`config.mk`:
```
export PLATFORM = sky130hd
export DESIGN_NAME = mem_arb
export DESIGN_NICKNAME = d
export VERILOG_FILES = /design/src/rtl/mem_arb_pkg.sv /design/src/rtl/mem_arb_tagpipe.sv /design/src/rtl/mem_arb.sv
export SDC_FILE = /design/constraint.sdc
export NUM_CORES = 1
export LEC_CHECK = 0
export BUFFER_PORTS_ARGS = -buffer_cell sky130_fd_sc_hd__buf_4
export CAP_MARGIN = 20
export CORE_MARGIN = 8
export CORE_UTILIZATION = 27
export DETAILED_ROUTE_END_ITERATION = 8
export HOLD_SLACK_MARGIN = 0.1
export PLACE_DENSITY = 0.54
export SLEW_MARGIN = 5
export SYNTH_ARGS = -nofsm -noshare
export SYNTH_HDL_FRONTEND = slang
export SYNTH_HIERARCHICAL = 1
export SYNTH_SLANG_ARGS = --single-unit
```
`constraint.sdc`:
```
create_clock -name iw_clk -period 3.15 [get_ports iw_clk]
set_clock_uncertainty 0.15 [all_clocks]
set_input_delay 0.63 -clock iw_clk [delete_from_list [all_inputs] [get_ports iw_clk]]
set_output_delay 0.63 -clock iw_clk [all_outputs]
set_load 0.005 [all_outputs]
```
`src/rtl/mem_arb_pkg.sv`:
```
// Shared types and constants for the IF/MA memory arbiter.
// Owner encodings, latency bound, counter width and the data/address sizes live here.
package mem_arb_pkg;

   localparam int SIZE_ADDR      = 16;
   localparam int SIZE_DATA      = 16;
   localparam int MEMARB_MAX_LAT = 4;
   localparam int MEMARB_CNT_W   = 16;

   localparam logic OWN_IF = 1'b0;
   localparam logic OWN_MA = 1'b1;

   typedef struct packed {
      logic valid;
      logic owner;
   } tag_t;

   function automatic logic [MEMARB_CNT_W-1:0] sat_inc(input logic [MEMARB_CNT_W-1:0] v);
      return (&v) ? v : v + 1'b1;
   endfunction

endpackage

```
`src/rtl/mem_arb_tagpipe.sv`:
```
// In-flight read tag shift register: one {valid, owner} entry pushed per cycle,
// the tail entry marks the cycle in which memory read data is valid.
module mem_arb_tagpipe
   import mem_arb_pkg::*;
#(
   parameter int DEPTH = 2
)(
   input  logic iw_clk,
   input  logic iw_rst,
   input  logic iw_push_valid,
   input  logic iw_push_owner,
   output logic ow_tail_valid,
   output logic ow_tail_owner
);

   tag_t [DEPTH-1:0] pipe_q;
   tag_t [DEPTH-1:0] pipe_d;
   tag_t             push_tag;

   always_comb begin
      push_tag.valid = iw_push_valid;
      // Non-read slots carry a fixed owner so the pipe never holds stale owner bits.
      push_tag.owner = iw_push_valid ? iw_push_owner : OWN_IF;
      pipe_d         = {pipe_q[DEPTH-2:0], push_tag};
   end

   always_ff @(posedge iw_clk or posedge iw_rst) begin
      if (iw_rst) begin
         pipe_q <= '0;
      end else begin
         pipe_q <= pipe_d;
      end
   end

   assign ow_tail_valid = pipe_q[DEPTH-1].valid;
   assign ow_tail_owner = pipe_q[DEPTH-1].owner;

endmodule

```
`src/rtl/mem_arb.sv`:
```
// Round-robin arbiter sharing one synchronous single-port RAM between IF and MA.
// Optional MEMARB_STATS_EN adds saturating conflict and hold cycle counters.
module mem_arb
   import mem_arb_pkg::*;
#(
   parameter int MEM_LAT = 1   // legal range 1..MEMARB_MAX_LAT
)(
   input  logic                    iw_clk,
   input  logic                    iw_rst,
   input  logic                    iw_hold,
   input  logic                    iw_if_req,
   input  logic [SIZE_ADDR-1:0]    iw_if_addr,
   output logic                    ow_if_gnt,
   output logic                    ow_if_rvalid,
   output logic [SIZE_DATA-1:0]    ow_if_rdata,
   input  logic                    iw_ma_req,
   input  logic                    iw_ma_we,
   input  logic [SIZE_ADDR-1:0]    iw_ma_addr,
   input  logic [SIZE_DATA-1:0]    iw_ma_wdata,
   output logic                    ow_ma_gnt,
   output logic                    ow_ma_rvalid,
   output logic [SIZE_DATA-1:0]    ow_ma_rdata,
   output logic                    ow_mem_en,
   output logic                    ow_mem_we,
   output logic [SIZE_ADDR-1:0]    ow_mem_addr,
   output logic [SIZE_DATA-1:0]    ow_mem_wdata,
`ifdef MEMARB_STATS_EN
   output logic [MEMARB_CNT_W-1:0] ow_conflict_cnt,
   output logic [MEMARB_CNT_W-1:0] ow_hold_cnt,
`endif
   input  logic [SIZE_DATA-1:0]    iw_mem_rdata
);

   logic                 if_gnt;
   logic                 ma_gnt;
   logic                 last_ma_q,   last_ma_d;
   logic                 mem_en_q,    mem_en_d;
   logic                 mem_we_q,    mem_we_d;
   logic [SIZE_ADDR-1:0] mem_addr_q,  mem_addr_d;
   logic [SIZE_DATA-1:0] mem_wdata_q, mem_wdata_d;
   logic                 if_rvalid_q, if_rvalid_d;
   logic [SIZE_DATA-1:0] if_rdata_q,  if_rdata_d;
   logic                 ma_rvalid_q, ma_rvalid_d;
   logic [SIZE_DATA-1:0] ma_rdata_q,  ma_rdata_d;
   logic                 push_valid;
   logic                 push_owner;
   logic                 tail_valid;
   logic                 tail_owner;

   // Grant: hold (and reset) blocks everything; on conflict the side not served last wins.
   always_comb begin
      if_gnt = 1'b0;
      ma_gnt = 1'b0;
      if (!iw_rst && !iw_hold) begin
         if (iw_if_req && iw_ma_req) begin
            if (last_ma_q) begin
               if_gnt = 1'b1;
            end else begin
               ma_gnt = 1'b1;
            end
         end else begin
            if_gnt = iw_if_req;
            ma_gnt = iw_ma_req;
         end
      end
   end

   always_comb begin
      last_ma_d   = last_ma_q;
      mem_en_d    = if_gnt | ma_gnt;
      mem_we_d    = ma_gnt & iw_ma_we;
      mem_addr_d  = mem_addr_q;
      mem_wdata_d = mem_wdata_q;
      if (if_gnt) begin
         last_ma_d  = 1'b0;
         mem_addr_d = iw_if_addr;
      end
      if (ma_gnt) begin
         last_ma_d   = 1'b1;
         mem_addr_d  = iw_ma_addr;
         mem_wdata_d = iw_ma_wdata;
      end
   end

   assign push_valid = if_gnt | (ma_gnt & ~iw_ma_we);
   assign push_owner = ma_gnt ? OWN_MA : OWN_IF;

   // One stage per cycle from grant to the cycle the RAM data is valid.
   mem_arb_tagpipe #(
      .DEPTH (MEM_LAT + 1)
   ) u_tagpipe (
      .iw_clk        (iw_clk),
      .iw_rst        (iw_rst),
      .iw_push_valid (push_valid),
      .iw_push_owner (push_owner),
      .ow_tail_valid (tail_valid),
      .ow_tail_owner (tail_owner)
   );

   always_comb begin
      if_rvalid_d = tail_valid && (tail_owner == OWN_IF);
      ma_rvalid_d = tail_valid && (tail_owner == OWN_MA);
      if_rdata_d  = if_rvalid_d ? iw_mem_rdata : if_rdata_q;
      ma_rdata_d  = ma_rvalid_d ? iw_mem_rdata : ma_rdata_q;
   end

   always_ff @(posedge iw_clk or posedge iw_rst) begin
      if (iw_rst) begin
         last_ma_q   <= 1'b1;
         mem_en_q    <= 1'b0;
         mem_we_q    <= 1'b0;
         mem_addr_q  <= '0;
         mem_wdata_q <= '0;
         if_rvalid_q <= 1'b0;
         if_rdata_q  <= '0;
         ma_rvalid_q <= 1'b0;
         ma_rdata_q  <= '0;
      end else begin
         last_ma_q   <= last_ma_d;
         mem_en_q    <= mem_en_d;
         mem_we_q    <= mem_we_d;
         mem_addr_q  <= mem_addr_d;
         mem_wdata_q <= mem_wdata_d;
         if_rvalid_q <= if_rvalid_d;
         if_rdata_q  <= if_rdata_d;
         ma_rvalid_q <= ma_rvalid_d;
         ma_rdata_q  <= ma_rdata_d;
      end
   end

   assign ow_if_gnt    = if_gnt;
   assign ow_ma_gnt    = ma_gnt;
   assign ow_if_rvalid = if_rvalid_q;
   assign ow_if_rdata  = if_rdata_q;
   assign ow_ma_rvalid = ma_rvalid_q;
   assign ow_ma_rdata  = ma_rdata_q;
   assign ow_mem_en    = mem_en_q;
   assign ow_mem_we    = mem_we_q;
   assign ow_mem_addr  = mem_addr_q;
   assign ow_mem_wdata = mem_wdata_q;

`ifdef MEMARB_STATS_EN
   logic [MEMARB_CNT_W-1:0] conflict_cnt_q, conflict_cnt_d;
   logic [MEMARB_CNT_W-1:0] hold_cnt_q,     hold_cnt_d;

   always_comb begin
      conflict_cnt_d = conflict_cnt_q;
      hold_cnt_d     = hold_cnt_q;
      if (iw_if_req && iw_ma_req && !iw_hold) begin
         conflict_cnt_d = sat_inc(conflict_cnt_q);
      end
      if (iw_hold && (iw_if_req || iw_ma_req)) begin
         hold_cnt_d = sat_inc(hold_cnt_q);
      end
   end

   always_ff @(posedge iw_clk or posedge iw_rst) begin
      if (iw_rst) begin
         conflict_cnt_q <= '0;
         hold_cnt_q     <= '0;
      end else begin
         conflict_cnt_q <= conflict_cnt_d;
         hold_cnt_q     <= hold_cnt_d;
      end
   end

   assign ow_conflict_cnt = conflict_cnt_q;
   assign ow_hold_cnt     = hold_cnt_q;
`endif

endmodule

```
==> summary.txt <==
Clock tree
  • Root buffer cell: clkbuf_8
  • Clock buffer depth: 2
  • CTS tree: yes
  • TritonCTS Buffers: 9
  • Post-CTS setup buffer count: 0
  • Clock Latency Late Sink: 0.32 ns
  • Clk sinks: 73
  • Max H-tree Level: 3
  • CTS clk-pin slew, worst paths: 0.07 ns

Yosys
  • Yosys warning count: 6
  • Largest family of logic cells by synthesized area: multiplexers
  • Synthesized flop and latch total: 73
  • Syn Nets: 290
  • Synth Area in Compound Gates: 0.1205
  • Cells after Synth: 220
  • Mapped Area: 0.002969 mm^2
  • Adder-cell share of the synthesized area: 0
  • Xor and xnor fraction of the mapped netlist area: 0
  • Netlist cell types: 25
  • Simple-gate share of the synthesized area: 0.02655
  • Post-Syn Area per Cell: 13.50 um^2
  • Register area share after synthesis: 0.6157
  • Mux cell area share after synthesis: 0.1820

Place
  • Placed cell count: 486
  • Setup slack at placement: 0.5308 ns
  • Port bufs: 139
  • Area after DPL: 0.004125 mm^2
  • Detailed Place HPWL: 6085 um
  • GP Congestion: 0.7836

Layout
  • Antenna cells: 0
  • Finished Cell Area: 0.004318 mm^2
  • Layout Utilization: 0.4001
  • Layout cells sized above 1: 0.5789
  • Syn-to-layout area delta: 45.43%
  • Nets: 428
  • Final cell count without fillers: 501

Global routing
  • First-pass GRT wire length: 13390 um
  • Vias in the first global route: 2515
  • Overflow after GRT: 0
  • Initial antenna violation count: 0
  • GRT Overall Usage: 0.1143
  • Pin count of the biggest net entering global routing: 70

Critical path
  • Worst EP arrival: 1.85 ns
  • Critical Path Source Type: input port
  • Slowest Stage Delay on Critical Path: 0.40 ns
  • Critical Path Fanout Max: 20
  • CP max-delay cell: nor2_4
  • CP dominant cell by count: buf_4
  • Worst path bufs/invs: 3
  • WS Path Type: input port to output port
  • Top delay family on crit path: simple AND/OR/NAND/NOR gates
  • Cells along the critical path: buf_4, nor2_4, nand3_4, inv_6, buf_4
  • Worst endpoint required time: 2.37 ns
  • CP Capture Type: output port

Pwr
  • Peak supply drop: 0.2296 mV
  • Leakage: 2.061 nW
  • Pwr/cell area: 559.7 mW/mm^2
  • Overall power: 2.417 mW

STA
  • Final Cycle Share: 0.8361
  • Hold Vio Cnt, Final: 0
  • Final TNS setup: 0 ns
  • Tmin final: 2.634 ns
  • Fin Hold WS: 0.2002 ns
  • Final Max Tran Viols: 0
  • Final setup fails: 0
  • Setup WS post-layout: 0.5164 ns
  • Max_slew headroom: 0.3667
  • Max Clock Freq: 379.7 MHz
  • Worst-Margin Slew: 0.9456 ns
  • Unrepaired setup endpoints after global routing: no

Status
  • Status: completed

Floorplan
  • Die height: 120.9 um
  • Die W: 120.9 um
  • Top Ports: 140
  • Site row count: 38
  • Die area: 0.01461 mm^2
  • CORE AREA: 0.01079 mm^2
  • Starting Density: 0.2751

Drt
  • Remaining DRCs: 0
  • Via count: 2224
  • Post-route ant nets: 0
  • Vias per std cell: 4.439
  • Routed WL: 8252 um
  • Initial DRC Count: 85
  • WL/cell: 16.47 um
  • DR pass1 iterations: 4

Job
  • Max Cap Viol: 0

Min path
  • Worst min path class: flop to flop
==> power by group <==
group / internal [mW] / switching, mW / leakage, nW
Sequential: 1.09 / 0.0903 / 0.885
Clock: 0.357 / 0.341 / 0.0872
Combinational: 0.343 / 0.196 / 1.09
==> cells in the final DEF (no fill, tap or decap), types with 2 or more instances in the layout <==
master      instances
and2_1              2
buf_4             140
clkbuf_8            9
clkinvlp_4          2
dfrtp_1            72
inv_1              21
mux2_2             48
o2111ai_1          16
o211ai_1           16
o21ai_0            16
==> kinds of logic after synthesis <==
family | count (synthesis)
simple gates | 11
buf+inv | 37
flops | 73
mux | 48
compound gates | 51
==> state kept, by name, summed over array words and instances, names as in the netlist <==
signal and cells:
last_ma_q 1, ow_if_rdata 16, ow_if_rvalid 1, ow_ma_rdata 16, ow_ma_rvalid 1, ow_mem_addr 16
ow_mem_en 1, ow_mem_wdata 16, ow_mem_we 1, u_tagpipe/ow_tail_owner 1, u_tagpipe/ow_tail_valid 1, u_tagpipe/pipe_d 2
==> path summary, 6_finish.rpt <==
path	from	endpoint	slack [ns]	cells past startpoint
setup / recovery	iw_rst	ow_ma_gnt	0.52	5
hold / removal	u_tagpipe/pipe_d[3]$_DFF_PP0_	u_tagpipe/ow_tail_valid$_DFF_PP0_	0.20	0
setup reg to reg	u_tagpipe/ow_tail_owner$_DFF_PP0_	ow_if_rdata[6]$_DFFE_PP0P_	1.33	2
hold reg to reg	u_tagpipe/pipe_d[3]$_DFF_PP0_	u_tagpipe/ow_tail_valid$_DFF_PP0_	0.20	0
max in group asynchronous	iw_rst	ow_ma_rdata[15]$_DFFE_PP0P_	1.82	3
min in group asynchronous	iw_rst	ow_mem_wdata[3]$_DFFE_PP0P_	0.43	3
==> synthesized netlist by cell type (all sizes together) <==
| cell | number | area, um^2 |
|---|---|---|
| or2 | 1 | 6.260 |
| nor2 | 2 | 15.01 |
| o211ai | 16 | 120.1 |
| nor2b | 1 | 6.260 |
| dfstp | 1 | 26.28 |
| nand3 | 2 | 22.52 |
| a21o | 1 | 7.510 |
| o21ai | 17 | 85.08 |
| a21oi | 1 | 5.000 |
| clkbuf | 8 | 30.03 |
| inv | 23 | 91.34 |
| dfrtp | 72 | 1802 |
| nand2 | 2 | 10.01 |
| nand2b | 1 | 6.260 |
| and2 | 2 | 12.51 |
| mux2 | 48 | 540.5 |
| buf | 6 | 42.54 |
| o2111ai | 16 | 140.1 |
==> worst register-to-register path, stage by stage, from the launching register on <==
cell and delay (ns):
dfrtp_1 0.39, nor2b_2 0.75, mux2_2 0.42
==> area by class of cell <==
class	count	area, um^2
fillers	1037	6475
flip-flops and latches	73	1828
repair buffers	141	1061
multi-input cells	110	979.7
well taps	140	175.2
clock buffers	9	123.9
inverters	23	91.34
clock inverters	5	58.81
==> routing by layer <==
metal / global-route usage / share of wire / wire (um) / up-vias
met1: 0.1337 / 0.42 / 3493 / 1077
li1: - / - / - / 1057
met5: 0 / 0 / 0 / -
met4: 0.03279 / 0.010 / 84 / 0
met2: 0.1883 / 0.48 / 3964 / 80
met3: 0.04700 / 0.086 / 710 / 10
==> what timing repair did <==
item	4_1_cts	5_1_grt
hold endpoints to repair	4	0
hold buffers	1	0
resized for setup	0	0
No activity file was read; power rests on OpenSTA's default activity.
